### src/rtl/fetch_ctrl.sv
// Instruction-fetch sequencer for the IF stage.
// Owns the fetch PC and issues batch-aligned I$ requests. Counts accepted but
// unanswered requests and keeps a small in-order tag FIFO so each response can
// be paired with its address and first-valid slot. After a redirect, every
// response still owed by the I$ is squashed. Fetch is throttled by credits
// from the instruction buffer. Each delivered batch is presented for exactly
// one cycle with its PC and a valid-slot mask.
module fetch_ctrl #(
  parameter int unsigned       ADDR_W     = 32,
  parameter logic [ADDR_W-1:0] INIT_PC    = '0,
  parameter int unsigned       BATCH      = 2,
  parameter int unsigned       MAX_OUTST  = 2,
  parameter int unsigned       IBUF_DEPTH = 8
) (
  input  logic                  clk,
  input  logic                  rst_n,
  input  logic                  redirect_valid,
  input  logic [ADDR_W-1:0]     redirect_pc,
  output logic                  ic_req_valid,
  input  logic                  ic_req_ready,
  output logic [ADDR_W-1:0]     ic_req_addr,
  input  logic                  ic_resp_valid,
  input  logic [32*BATCH-1:0]   ic_resp_data,
  output logic                  out_valid,
  output logic [ADDR_W-1:0]     out_pc,
  output logic [32*BATCH-1:0]   out_inst,
  output logic [BATCH-1:0]      out_mask,
  input  logic                  ibuf_pop
);

  localparam int unsigned STEP   = BATCH * 4;
  localparam int unsigned SLOT_W = (BATCH > 1) ? $clog2(BATCH) : 1;
  localparam int unsigned OUT_W  = $clog2(MAX_OUTST + 1);
  localparam int unsigned CRD_W  = $clog2(IBUF_DEPTH + 1);
  localparam int unsigned PTR_W  = (MAX_OUTST > 1) ? $clog2(MAX_OUTST) : 1;

  localparam logic [OUT_W-1:0]  OUTST_MAX = OUT_W'(MAX_OUTST);
  localparam logic [CRD_W-1:0]  CRD_MAX   = CRD_W'(IBUF_DEPTH);
  localparam logic [ADDR_W-1:0] ALIGN_MSK = ~ADDR_W'(STEP - 1);
  localparam logic [PTR_W-1:0]  PTR_LAST  = PTR_W'(MAX_OUTST - 1);

  typedef enum logic [1:0] {
    BOOT0 = 2'd0,
    BOOT1 = 2'd1,
    RUN   = 2'd2
  } state_e;

  // One entry per accepted request: where the batch lives and which slot the
  // program actually entered at.
  typedef struct packed {
    logic [ADDR_W-1:0] addr;
    logic [SLOT_W-1:0] slot;
  } tag_t;

  state_e             state_q, state_d;
  logic               run;

  logic [ADDR_W-1:0]  pc_q, pc_d;
  logic [OUT_W-1:0]   outst_q, outst_d;
  logic [OUT_W-1:0]   drop_q, drop_d;
  logic [CRD_W-1:0]   credits_q, credits_d;

  tag_t               tag_mem [MAX_OUTST];
  logic [PTR_W-1:0]   wr_ptr_q, rd_ptr_q;
  tag_t               rd_tag;
  logic [SLOT_W-1:0]  wr_slot;

  logic               req_fire;
  logic               resp_take;
  logic               resp_drop;
  logic               resp_keep;
  logic               dlv_valid_q;
  logic               dlv_kill;
  logic [BATCH-1:0]   resp_mask;

  function automatic logic [PTR_W-1:0] ptr_inc(input logic [PTR_W-1:0] p);
    return (p == PTR_LAST) ? '0 : p + PTR_W'(1);
  endfunction

  // FSM state register: two settle cycles after reset, then fetch forever.
  // NOTE: sequential state is written with <= so every flop samples the
  // values from before the edge, regardless of statement order.
  always_ff @(posedge clk or negedge rst_n) begin
    if (!rst_n) state_q <= BOOT0;
    else        state_q <= state_d;
  end

  // FSM next state: BOOT0 -> BOOT1 -> RUN, RUN is terminal.
  // NOTE: every combinational output gets a default first so no path leaves
  // it unassigned, which would otherwise infer a latch.
  always_comb begin
    state_d = state_q;
    unique case (state_q)
      BOOT0:   state_d = BOOT1;
      BOOT1:   state_d = RUN;
      RUN:     state_d = RUN;
      default: state_d = BOOT0;
    endcase
  end

  // FSM outputs: fetching is only allowed once the memories have settled.
  always_comb begin
    run = (state_q == RUN);
  end

  assign ic_req_addr  = pc_q & ALIGN_MSK;
  assign ic_req_valid = run && (outst_q < OUTST_MAX) && (credits_q != '0) && !redirect_valid;
  assign req_fire     = ic_req_valid && ic_req_ready;

  // A response with nothing outstanding is a protocol error and is ignored.
  assign resp_take = ic_resp_valid && (outst_q != '0);
  assign resp_drop = resp_take && ((drop_q != '0) || redirect_valid);
  assign resp_keep = resp_take && !resp_drop;

  // A batch captured last cycle is already stale if a redirect shows up now;
  // its buffer slot was never used, so the credit comes back.
  assign dlv_kill  = dlv_valid_q && redirect_valid;
  assign out_valid = dlv_valid_q && !redirect_valid;

  assign rd_tag  = tag_mem[rd_ptr_q];
  assign wr_slot = (BATCH > 1) ? SLOT_W'(pc_q >> 2) : '0;

  // Slot mask: slots before the entry offset belong to the previous path.
  always_comb begin
    resp_mask = '0;
    for (int i = 0; i < BATCH; i++) begin
      resp_mask[i] = (i >= int'(rd_tag.slot));
    end
  end

  // Next PC, outstanding/drop counters and credits.
  always_comb begin
    pc_d = pc_q;
    if (redirect_valid)  pc_d = redirect_pc;
    else if (req_fire)   pc_d = ic_req_addr + ADDR_W'(STEP);

    outst_d = outst_q;
    if (req_fire && !resp_take)      outst_d = outst_q + OUT_W'(1);
    else if (!req_fire && resp_take) outst_d = outst_q - OUT_W'(1);

    drop_d = drop_q;
    if (resp_take && (drop_q != '0)) drop_d = drop_q - OUT_W'(1);
    // Everything still owed by the I$ after this cycle belongs to the old
    // path; drop never exceeds outst, so this is drop plus the live count.
    if (redirect_valid)              drop_d = outst_d;

    credits_d = credits_q + CRD_W'(ibuf_pop) + CRD_W'(resp_drop)
              + CRD_W'(dlv_kill) - CRD_W'(req_fire);
  end

  // Control registers and tag FIFO pointers.
  always_ff @(posedge clk or negedge rst_n) begin
    if (!rst_n) begin
      pc_q      <= INIT_PC;
      outst_q   <= '0;
      drop_q    <= '0;
      credits_q <= CRD_MAX;
      wr_ptr_q  <= '0;
      rd_ptr_q  <= '0;
    end else begin
      pc_q      <= pc_d;
      outst_q   <= outst_d;
      drop_q    <= drop_d;
      credits_q <= credits_d;
      if (req_fire)  wr_ptr_q <= ptr_inc(wr_ptr_q);
      if (resp_take) rd_ptr_q <= ptr_inc(rd_ptr_q);
    end
  end

  // Tag FIFO storage, written on every accepted request.
  // NOTE: the storage array has no reset; the pointers and outst define which
  // entries are live, so stale contents are never read.
  always_ff @(posedge clk) begin
    if (req_fire) tag_mem[wr_ptr_q] <= '{addr: ic_req_addr, slot: wr_slot};
  end

  // Delivery register: one-cycle pulse per kept response.
  always_ff @(posedge clk or negedge rst_n) begin
    if (!rst_n) begin
      dlv_valid_q <= 1'b0;
      out_pc      <= '0;
      out_inst    <= '0;
      out_mask    <= '0;
    end else begin
      dlv_valid_q <= resp_keep;
      if (resp_keep) begin
        out_pc   <= rd_tag.addr;
        out_inst <= ic_resp_data;
        out_mask <= resp_mask;
      end
    end
  end

  a_credits_bounded: assert property (@(posedge clk) disable iff (!rst_n)
    credits_q <= CRD_MAX);

  a_no_orphan_resp: assert property (@(posedge clk) disable iff (!rst_n)
    !(ic_resp_valid && (outst_q == '0)));

  a_req_hold: assert property (@(posedge clk) disable iff (!rst_n)
    (ic_req_valid && !ic_req_ready) |=> (ic_req_valid || redirect_valid));

endmodule

### config.mk
export PLATFORM = sky130hd
export DESIGN_NAME = fetch_ctrl
export DESIGN_NICKNAME = d
export VERILOG_FILES = /design/src/rtl/fetch_ctrl.sv
export SDC_FILE = /design/constraint.sdc
export NUM_CORES = 1
export LEC_CHECK = 0
export ABC_AREA = 1
export CORE_MARGIN = 2
export CORE_UTILIZATION = 45
export DETAILED_ROUTE_END_ITERATION = 12
export PLACE_DENSITY_LB_ADDON = 0.08
export SLEW_MARGIN = 10
export SYNTH_ARGS = -nofsm -noshare
export SYNTH_HDL_FRONTEND = slang
export SYNTH_SLANG_ARGS = --single-unit
export TNS_END_PERCENT = 50
### constraint.sdc
create_clock -name clk -period 3.8 [get_ports clk]
set_input_delay 1.14 -clock clk [delete_from_list [all_inputs] [get_ports clk]]
set_output_delay 1.14 -clock clk [all_outputs]
set_load 0.01 [all_outputs]
==> summary.md <==
| Metric | Value |
|---|---|
| Status | completed |
| Stages on the worst setup path | 7 |
| Post_cts resized | 0 |
| Sink Count | 198 |
| RSZ-0062 raised after global routing | false |
| Worst-path maximum fanout | 3 |
| Synthesized flop and latch total | 198 |
| Number of synthesized flops with an enable pin | 60 |
| First-pass GRT wire length | 32500 microns |
| TritonRoute pass-1 iters | 5 |
| Multi-input gate area | 2900 sq um |
| Avg Synthesized Cell Area | 9.06 sq um |
| Most common cell after layout, fill and taps aside | nand2_1 |
| Hold WC Path Type | flip-flop to flip-flop |
| Top Ports | 234 |
| Most frequent cells in the layout | 419 x nand2_1, 223 x clkdlybuf4s50_1, 136 x dfrtp_1, 70 x inv_1, 64 x o21ai_0 |
| Slew @ Worst Pin | 0.941 ns |
| Num CTS Buffers | 17 |
| Sequential cell area fraction in the yosys report | 0.594 |
| Storage element area | 5260 sq um |
| RR Startpoint | credits_q[3] |
| Die Y | 144 microns |
| P_leak | 5.33 nW |
| Final setup fails | 0 |
| Max-slew headroom | 0.373 |
| Vias in the first global route | 6171 |
| PD cells | 686 nW/um^2 |
| Initial antenna violation count | 0 |
| Fill cells | 1693 |
| Yosys warning count | 0 |
| FP Rows | 51 |
| DRC | 0 |
| Mapped Area | 8850 sq um |
| Final Wtd Congestion | 0.914 |
| Worst skew pair latency | 0.43 ns |
| CP max stage cell | clkdlybuf4s50_1 |
| IO Port Bufs | 225 |
| Worst-path cell chain | dlymetal6s2s_1 > inv_6 > nand2_2 > nor2_4 > nand2_1 > inv_1 > clkdlybuf4s50_1 |
| Critical path class | primary input to primary output |
| 1st-iter DRT viols | 320 |
| Vias | 6765 |
| Max Freq | 297 MHz |
| Max incr delay on CP | 0.53 ns |
| Detailed placement HPWL | 14800 microns |
| Largest family of logic cells by synthesized area | simple AND/OR/NAND/NOR gates |
| Reg2Reg Depth | 12 |
| Async SR Flop Fraction | 0.697 |
| Pre-CTS setup slack | 0.0506 ns |
| Crit path DAT | 2.23 ns |
| Maxcap violations | 0 |
| Buf/Inv on CP | 4 |
| Final period util | 0.887 |
| CTS Root Cell | clkbuf_16 |
| Mux contribution to synthesized area | 0.00127 |
| Die ar. | 20800 sq um |
| Internal reg-to-reg setup slack | 1.12 ns |
| Post-route minimum period | 3.37 ns |
| Worst EP required | 2.66 ns |
| Max Root-Sink Buffers | 2 |
| CTS tree | done |
| Placed cell area | 11200 sq um |
| Final hold vios | 0 |
| Top Family by Delay on Critical Path | buffers and inverters |
| Simple-gate portion of the synthesized area | 0.234 |
| Post-synthesis compound-gate area fraction | 0.0513 |
| Clock skew | 0.0116 ns |
| Post-route cell area | 11800 sq um |
| Final WL | 20800 microns |
| CP Capture Point | ic_req_valid |
| CTS H-tree depth | 4 |
| Global route overflow | 0 |
| Fin util | 0.607 |
| Initial Utilization | 0.456 |
| Clock-pin slew on the worst setup and hold paths | 0.07 ns |
| Reg2reg end | credits_q[2] |
| Post-synthesis xor/xnor area fraction | 0.0158 |
| Setup TNS | 0 ns |
| Largest net degree at the start of global routing | 76 |
| Top FF cell, synth | dfrtp_1 |
| Adder-cell share of the synthesized area | 0.0215 |
| Detail Route Antenna Nets | 0 |
| Syn Inst Count | 977 |
| Synthesis-to-layout area growth | 32.9% |
| Critical Path End Type | primary output |
| Max-slew violation count | 0 |
| Avg WL per Cell | 14.3 microns |
| Post-CTS setup buffers | 0 |
| Nets | 1290 |
| Total track usage | 0.204 |
| Worst Slack Setup Final | 0.430 ns |
| Layout cells sized above 1 | 0.0556 |
| Hold Buf Count CTS | 0 |
| Chip Width | 144 microns |
| Library cells used by synthesis | 37 |
| Ant. Diodes | 0 |
| Final Power | 8.08 mW |
| DR vias/cell | 4.66 |
| CP Launch Type | primary input |
| Worst setup startpoint | redirect_valid |
| Peak VDD IR | 0.397 mV |
| Core area | 19400 sq um |
==> metrics by stage <==
step	hold slack, ns	instances
after global routing	0.485	1452
after detailed placement	0.456	1420
after CTS	0.473	1452
after floorplan	0.443	982
final	0.469	1452
after global placement	0.452	1420
==> registers in the layout, indices dropped and copies added (netlist names) <==
name and cells:
state_q 2, rd_ptr_q 1, drop_q 2, wr_ptr_q 1, out_inst 64, out_pc 29, credits_q 4, tag_mem 60
dlv_valid_q 1, outst_q 2, pc_q 30, out_mask 2
==> cell type report <==
| class | instances | share of cell area |
|---|---|---|
| clock buffers | 19 | 0.0386 |
| clock inverters | 13 | 0.0107 |
| inverters | 74 | 0.0243 |
| multi-input cells | 640 | 0.246 |
| flip-flops and latches | 198 | 0.447 |
| well taps | 265 | 0.0282 |
| repair buffers | 243 | 0.205 |
==> per-layer routing <==
layer / GRT usage / vias up / wire length (microns)
met3: 0.0437 / 31 / 1320
li1: - / 3424 / -
met1: 0.281 / 3117 / 9470
met2: 0.322 / 193 / 9580
met5: 0 / - / 0
met4: 0.0736 / 0 / 466
==> report_power, final <==
part           switching [mW]  leakage [nW]  internal, mW  total, mW
Combinational            1.35          2.81          1.54       2.89
Clock                   0.812         0.273         0.951       1.76
Sequential              0.512          2.25          2.91       3.43
Total                    2.67          5.33          5.41       8.08
==> cells by family after synthesis <==
group | count (synthesis)
muxes | 1
AOI/OAI and AO/OA | 85
adders and majority gates | 14
other | 1
xor gates and xnor gates | 16
DFF | 198
and+or+nand+nor | 518
buffers and inverters | 144
==> synthesized netlist by cell type, types with 2 or more instances <==
library cell	count	area, sq um
buf_2	12	60.1
ha_1	12	150
nor3_1	2	10.0
fa_1	2	40.0
nor2_2	2	12.5
o211ai_1	8	60.1
xnor2_1	7	61.3
nand2_1	419	1570
xor2_1	9	78.8
nand3_1	30	150
clkbuf_1	18	67.6
o21bai_1	2	15.0
inv_2	2	7.51
o21ai_0	64	320
edfxtp_1	60	1800
a21oi_1	5	25.0
nand3_2	2	20.0
dfrtp_1	137	3430
buf_6	4	45.0
o21ai_1	5	25.0
buf_4	36	270
nor2_1	48	180
nand3b_1	8	60.1
inv_1	70	263
==> worst min-delay path, cell delays in order, from the launching register on <==
cell and delay (ns):
dfrtp_1 0.34, nand2_1 0.05, nand2_1 0.05
==> worst min-delay path by stage <==
stage,from,to,slack (ns),depth (start not counted)
after floorplan,pc_q[2],tag_mem[0][0],0.44,0
after global placement,out_inst[42],out_inst[42],0.45,2
after detailed placement,pc_q[2],tag_mem[0][0],0.46,0
after CTS,pc_q[2],tag_mem[0][0],0.47,0
after global routing,out_inst[11],out_inst[11],0.49,2
final,out_inst[32],out_inst[32],0.47,2
Note: power is estimated with default switching activity, not from simulation.
